[src/rtl/led_ctrl_pkg.sv]
// Shared encodings for the LED running-light controller: pattern modes,
// speed index width/limit and ping-pong direction.
package led_ctrl_pkg;

  typedef enum logic [1:0] {
    MODE_LEFT     = 2'd0,
    MODE_RIGHT    = 2'd1,
    MODE_PINGPONG = 2'd2,
    MODE_BLINK    = 2'd3
  } mode_t;

  localparam int SPEED_W = 2;
  localparam logic [SPEED_W-1:0] SPEED_MAX = 2'd3;

  typedef enum logic {
    DIR_LEFT  = 1'b0,
    DIR_RIGHT = 1'b1
  } dir_t;

endpackage

[src/rtl/key_debounce.sv]
// Key conditioning: 2-FF synchroniser, stability counter and a one-cycle
// press pulse on an accepted 1->0 (press) transition. Keys are active-low
// and idle high, so every register resets to the released level.
module key_debounce
  import led_ctrl_pkg::*;
#(
  parameter int DEBOUNCE_CNT = 1_000_000
) (
  input  logic sys_clk,
  input  logic sys_rst_n,
  input  logic i_key,
  output logic o_press
);

  localparam int DB_W = (DEBOUNCE_CNT > 2) ? $clog2(DEBOUNCE_CNT) : 1;
  localparam logic [DB_W-1:0] DB_LAST = DB_W'(DEBOUNCE_CNT - 1);

  logic            r_sync1;
  logic            r_sync2;
  logic            r_stable;
  logic            r_press;
  logic [DB_W-1:0] r_cnt;

  // Bring the raw pin into the clock domain.
  always_ff @(posedge sys_clk or negedge sys_rst_n) begin
    if (!sys_rst_n) begin
      r_sync1 <= 1'b1;
      r_sync2 <= 1'b1;
    end else begin
      r_sync1 <= i_key;
      r_sync2 <= r_sync1;
    end
  end

  // Accept a new level only after it has differed for DEBOUNCE_CNT cycles;
  // the press pulse is raised on the same edge the stable level falls.
  always_ff @(posedge sys_clk or negedge sys_rst_n) begin
    if (!sys_rst_n) begin
      r_cnt    <= '0;
      r_stable <= 1'b1;
      r_press  <= 1'b0;
    end else begin
      r_press <= 1'b0;
      if (r_sync2 != r_stable) begin
        if (r_cnt == DB_LAST) begin
          r_cnt    <= '0;
          r_stable <= r_sync2;
          r_press  <= r_stable & ~r_sync2;
        end else begin
          r_cnt <= r_cnt + 1'b1;
        end
      end else begin
        r_cnt <= '0;
      end
    end
  end

  assign o_press = r_press;

endmodule

[src/rtl/led_mode_ctrl.sv]
// LED running-light controller: two debounced keys select one of four
// patterns and one of four step speeds; a step counter sequences the LEDs.
// Optional build macro LED_PAUSE_KEY_EN adds a third key that toggles a
// pause which freezes both the step counter and the LED register.
module led_mode_ctrl
  import led_ctrl_pkg::*;
#(
  parameter int STEP_CNT_MAX = 50_000_000,
  parameter int DEBOUNCE_CNT = 1_000_000,
  parameter int LED_W        = 4
) (
  input  logic               sys_clk,
  input  logic               sys_rst_n,
  input  logic               key_mode,
  input  logic               key_speed,
`ifdef LED_PAUSE_KEY_EN
  input  logic               key_pause,
`endif
  output logic [LED_W-1:0]   led,
  output logic [1:0]         mode,
  output logic [SPEED_W-1:0] speed
);

  localparam int CNT_W = $clog2(STEP_CNT_MAX);
  // STEP_CNT_MAX is a multiple of 8, so (MAX-1) >> s equals (MAX >> s) - 1.
  localparam logic [CNT_W-1:0] CNT_LAST0 = CNT_W'(STEP_CNT_MAX - 1);
  localparam logic [LED_W-1:0] LED_LSB   = {{(LED_W-1){1'b0}}, 1'b1};
  localparam logic [LED_W-1:0] LED_MSB   = {1'b1, {(LED_W-1){1'b0}}};

  function automatic logic [LED_W-1:0] f_init(input mode_t m);
    case (m)
      MODE_RIGHT: f_init = LED_MSB;
      MODE_BLINK: f_init = '1;
      default:    f_init = LED_LSB;
    endcase
  endfunction

  logic w_mode_press;
  logic w_speed_press;
  logic w_run;
  logic w_tick;
  logic [CNT_W-1:0] w_cnt_last;
  logic [1:0]       w_mode_inc;

  mode_t              r_mode,  w_mode_next;
  dir_t               r_dir,   w_dir_next;
  logic [SPEED_W-1:0] r_speed, w_speed_next;
  logic [LED_W-1:0]   r_led,   w_led_next;
  logic [CNT_W-1:0]   r_cnt,   w_cnt_next;

  key_debounce #(.DEBOUNCE_CNT(DEBOUNCE_CNT)) u_key_mode (
    .sys_clk   (sys_clk),
    .sys_rst_n (sys_rst_n),
    .i_key     (key_mode),
    .o_press   (w_mode_press)
  );

  key_debounce #(.DEBOUNCE_CNT(DEBOUNCE_CNT)) u_key_speed (
    .sys_clk   (sys_clk),
    .sys_rst_n (sys_rst_n),
    .i_key     (key_speed),
    .o_press   (w_speed_press)
  );

`ifdef LED_PAUSE_KEY_EN
  logic w_pause_press;
  logic r_paused;

  key_debounce #(.DEBOUNCE_CNT(DEBOUNCE_CNT)) u_key_pause (
    .sys_clk   (sys_clk),
    .sys_rst_n (sys_rst_n),
    .i_key     (key_pause),
    .o_press   (w_pause_press)
  );

  // Each accepted pause press flips the pause flag.
  always_ff @(posedge sys_clk or negedge sys_rst_n) begin
    if (!sys_rst_n) r_paused <= 1'b0;
    else if (w_pause_press) r_paused <= ~r_paused;
  end

  assign w_run = ~r_paused;
`else
  assign w_run = 1'b1;
`endif

  assign w_cnt_last = CNT_LAST0 >> r_speed;
  assign w_tick     = w_run && (r_cnt == w_cnt_last);
  assign w_mode_inc = r_mode + 2'd1;

  // State register for mode, speed, direction, LEDs and step counter.
  always_ff @(posedge sys_clk or negedge sys_rst_n) begin
    if (!sys_rst_n) begin
      r_mode  <= MODE_LEFT;
      r_speed <= '0;
      r_dir   <= DIR_LEFT;
      r_led   <= LED_LSB;
      r_cnt   <= '0;
    end else begin
      r_mode  <= w_mode_next;
      r_speed <= w_speed_next;
      r_dir   <= w_dir_next;
      r_led   <= w_led_next;
      r_cnt   <= w_cnt_next;
    end
  end

  // Next state: a key press overrides any step tick in the same cycle.
  always_comb begin
    w_mode_next  = r_mode;
    w_speed_next = r_speed;
    w_dir_next   = r_dir;
    w_led_next   = r_led;
    w_cnt_next   = r_cnt;
    if (w_mode_press || w_speed_press) begin
      w_cnt_next = '0;
      if (w_speed_press) begin
        w_speed_next = (r_speed == SPEED_MAX) ? '0 : r_speed + 1'b1;
      end
      if (w_mode_press) begin
        w_mode_next = mode_t'(w_mode_inc);
        w_led_next  = f_init(mode_t'(w_mode_inc));
        w_dir_next  = DIR_LEFT;
      end
    end else if (w_tick) begin
      w_cnt_next = '0;
      case (r_mode)
        MODE_LEFT:  w_led_next = {r_led[LED_W-2:0], r_led[LED_W-1]};
        MODE_RIGHT: w_led_next = {r_led[0], r_led[LED_W-1:1]};
        MODE_PINGPONG: begin
          if (r_dir == DIR_LEFT) begin
            w_led_next = r_led << 1;
            if (w_led_next[LED_W-1]) w_dir_next = DIR_RIGHT;
          end else begin
            w_led_next = r_led >> 1;
            if (w_led_next[0]) w_dir_next = DIR_LEFT;
          end
        end
        default:    w_led_next = ~r_led;
      endcase
    end else if (w_run) begin
      w_cnt_next = r_cnt + 1'b1;
    end
  end

  assign led   = r_led;
  assign mode  = r_mode;
  assign speed = r_speed;

endmodule

[config.mk]
export PLATFORM = sky130hd
export DESIGN_NAME = led_mode_ctrl
export DESIGN_NICKNAME = d
export VERILOG_FILES = /design/src/rtl/led_ctrl_pkg.sv /design/src/rtl/key_debounce.sv /design/src/rtl/led_mode_ctrl.sv
export SDC_FILE = /design/constraint.sdc
export NUM_CORES = 1
export LEC_CHECK = 0
export CAP_MARGIN = 10
export CORE_MARGIN = 4
export CORE_UTILIZATION = 60
export CTS_CLUSTER_DIAMETER = 30
export DETAILED_ROUTE_END_ITERATION = 10
export PLACE_DENSITY = 0.79
export RECOVER_POWER = 50
export SLEW_MARGIN = 10
export SYNTH_ARGS = -nofsm -noshare
export SYNTH_HDL_FRONTEND = slang
export SYNTH_SLANG_ARGS = --single-unit
[constraint.sdc]
create_clock -name sys_clk -period 2.9 [get_ports sys_clk]
set_input_delay 0.725 -clock sys_clk [delete_from_list [all_inputs] [get_ports sys_clk]]
set_output_delay 0.725 -clock sys_clk [all_outputs]
set_load 0.05 [all_outputs]
==> metrics.txt <==
met3 Track Usage GR=4.02%; Clock Latency Late Sink=0.36 ns; Yosys warnings=0; input/output buffers=11; Chip Width=93.3 microns; multi-input logic area=2130 sq um; worst-path maximum fanout=5; Ports=12; post-synthesis sequential area ratio=47.8%; worst path cell trace=clkdlybuf4s50_1; area of the mapped netlist=4370 sq um; largest net degree at the start of global routing=41; Sink Count=83; Post CTS Setup Buffer Count=0; main combinational cell family by area after synthesis=simple AND/OR/NAND/NOR gates; max cap viols=1; overall die height=93.3 microns; CP endpoint kind=output port; status=complete, but fails checks; Post-DRT Antenna Nets=0; fmax=403 MHz; # nets final=486; Placer Congestion=0.942; DRC viols=0; vias in the first global route=3075; Post-Synth Adder-Cell Area=4.58%; Root Buffer=clkbuf_8; via count=3113; ant diodes=0; Buf/Inv on CP=1; WL/cell=14.2 microns; syn_area_per_cell=9.69 sq um; Tmin final=2.48 ns; Post-Synthesis Net Count=471; failing checks=max-capacitance violations, max-slew violations; fin crit share=85.6%; die area=8710 sq um; first-pass GRT wire length=14300 microns; TritonCTS clock tree=built; multiplexer area fraction after synthesis=0.458%; CTS-repair resized insts=0; crit path kind=reg2out; Rel. slew slack=-36.6%; Clock Skew=0.00902 ns; H-tree depth=3; Setup Viol. Count Final=0; Via density=5.49; Slew Limit Fails=41; Pwr Total=2.16 mW; post-synthesis simple-gate area fraction=24.5%; synth unique cells=51; final hold violations=0; initial DRC count=195; delay-heaviest family, CP=buffers and inverters; met1 GRT Util=28.4%; total CTS buffers=9; GRT busiest layer=met2; Post-Synth XOR/XNOR Area=13.0%; total congestion overflow=0; Worst-path clk slew=0.09 ns; initial antenna violation count=0; DP HPWL=5680 microns; flip-flop and latch count after synthesis=83; hold buffer count at cts=0; unrepaired setup endpoints after global routing=no; GR Util met2=32.0%; total global-route track usage=20.6%; most common cell after layout, fill and taps aside=nor2_1; CP max stage cell=clkdlybuf4s50_1; final WL=8070 microns; initial core utilization=62.9%; pwr/cell area=450 nW/um^2; Setup TNS=0 ns; Worst path max stage delay=0.82 ns; Worst Tran Pin Value=2.05 ns; filler instances=519; WP data arrival=1.76 ns; CP startpoint kind=register; P_leak=1.97 nW; CORE AREA=6940 sq um; post-synthesis cell count=451; most frequent cells in the layout=nor2_1, dfrtp_1, xnor2_1; Row Count=30; layout cells sized above 1=8.07%; Clock Tree Buf Depth=2; Synth Area in Compound Gates=6.16%; Peak VDD IR=0.407 mV; Hold Crit Class=reg2reg; First-pass DRT Iterations=4; Register Area=2090 sq um; Syn-to-layout area delta=9.68%; Req. time, crit path=2.17 ns
per-stage QoR:
step                      hold slack (ns)  instance area [sq um]  std cells  utilization [%]  setup WS [ns]
after detailed placement            0.347                   4570        551             65.8          0.469
after global placement              0.346                   4570        551             65.8          0.595
after global routing                0.363                   4790        567             69.0          0.265
after floorplan                     0.345                   4370        451                -          0.290
final                               0.358                   4790        567             69.0          0.417
after CTS                           0.340                   4790        567             69.0          0.411
sequential cells by signal (all words and copies together), names as in the netlist, 2 cells and up:
register,flops
speed,2
led,4
r_cnt,26
u_key_mode.r_cnt,20
u_key_speed.r_cnt,20
mode,2
final cells by class:
type / instances / area share [%]
multi-input combinational: 331 / 44.5
sequential: 83 / 43.5
timing repair buffer: 15 / 2.79
clock buffer: 9 / 2.59
tap: 96 / 2.51
clock inverter: 7 / 2.09
inverter: 26 / 2.04
report_power, final:
| group | internal (mW) | switching, mW | total (mW) |
|---|---|---|---|
| Clock | 0.491 | 0.436 | 0.926 |
| Combinational | 0.0139 | 0.0401 | 0.0540 |
| Sequential | 1.17 | 0.00729 | 1.18 |
| Total | 1.67 | 0.483 | 2.16 |
logic make-up (layout without fill, tap and decap cells):
logic type,Yosys count,after routing
simple gates,216,216
mux,2,2
flops,83,83
compound gates,32,32
fa+ha+maj,16,16
xor+xnor,65,65
buf+inv,37,57
worst register-to-register path, cell delays in order (launching register included):
cell       delay [ns]
dfrtp_1          0.46
inv_1            0.13
ha_1             0.24
xor2_1           0.17
a2111oi_2        0.38
o21ai_2          0.20
or3_4            0.44
a311o_1          0.36
per-layer routing:
metal  wire length [microns]  vias up
met5                       0        -
met4                     120        0
met3                     398       15
met2                    3930       77
met1                    3620     1478
li1                        -     1543
synth_stat cells (all sizes together):
| cell type | n | area [sq um] |
|---|---|---|
| nor2 | 88 | 330 |
| dfrtp | 76 | 1900 |
| xnor2 | 43 | 377 |
| nand2 | 34 | 130 |
| inv | 26 | 97.6 |
| nand3 | 22 | 115 |
| xor2 | 22 | 193 |
| ha | 16 | 200 |
| nor3 | 13 | 65.1 |
| nor4 | 12 | 81.3 |
| nand4 | 9 | 56.3 |
| o21ai | 9 | 48.8 |
| buf | 7 | 40.0 |
| dfstp | 7 | 184 |
| a21oi | 6 | 30.0 |
| nor2b | 6 | 37.5 |
| nand2b | 5 | 31.3 |
| a311o | 4 | 40.0 |
| and3 | 4 | 25.0 |
| clkbuf | 4 | 15.0 |
| and2 | 3 | 18.8 |
| and4 | 3 | 26.3 |
| or2 | 3 | 18.8 |
| or3 | 3 | 23.8 |
| a2111oi | 2 | 42.5 |
| mux2i | 2 | 20.0 |
| nor3b | 2 | 15.0 |
| nor4b | 2 | 17.5 |
| o211ai | 2 | 15.0 |
| o41ai | 2 | 17.5 |
| or4 | 2 | 15.0 |
| a211o | 1 | 8.76 |
| a21o | 1 | 7.51 |
| a221oi | 1 | 8.76 |
| a41oi | 1 | 8.76 |
| and4b | 1 | 10.0 |
| and4bb | 1 | 12.5 |
| nand3b | 1 | 7.51 |
| nand4b | 1 | 23.8 |
| o31ai | 1 | 21.3 |
| o32ai | 1 | 8.76 |
| o41a | 1 | 11.3 |
| or4b | 1 | 10.0 |
path summary, 6_finish.rpt:
kind | depth (start not counted) | to | slack (ns) | startpoint
max reg2reg | 7 | led[0] | 0.44 | speed[1]
min reg2reg | 0 | u_key_mode.r_sync2 | 0.36 | u_key_mode.r_sync1
min | 0 | u_key_mode.r_sync2 | 0.36 | u_key_mode.r_sync1
max in group asynchronous | 2 | led[0] | 0.67 | sys_rst_n
min in group asynchronous | 1 | r_cnt[0] | 0.95 | sys_rst_n
max | 1 | led[0] | 0.42 | led[0]
(Power assumes the default switching activity.)
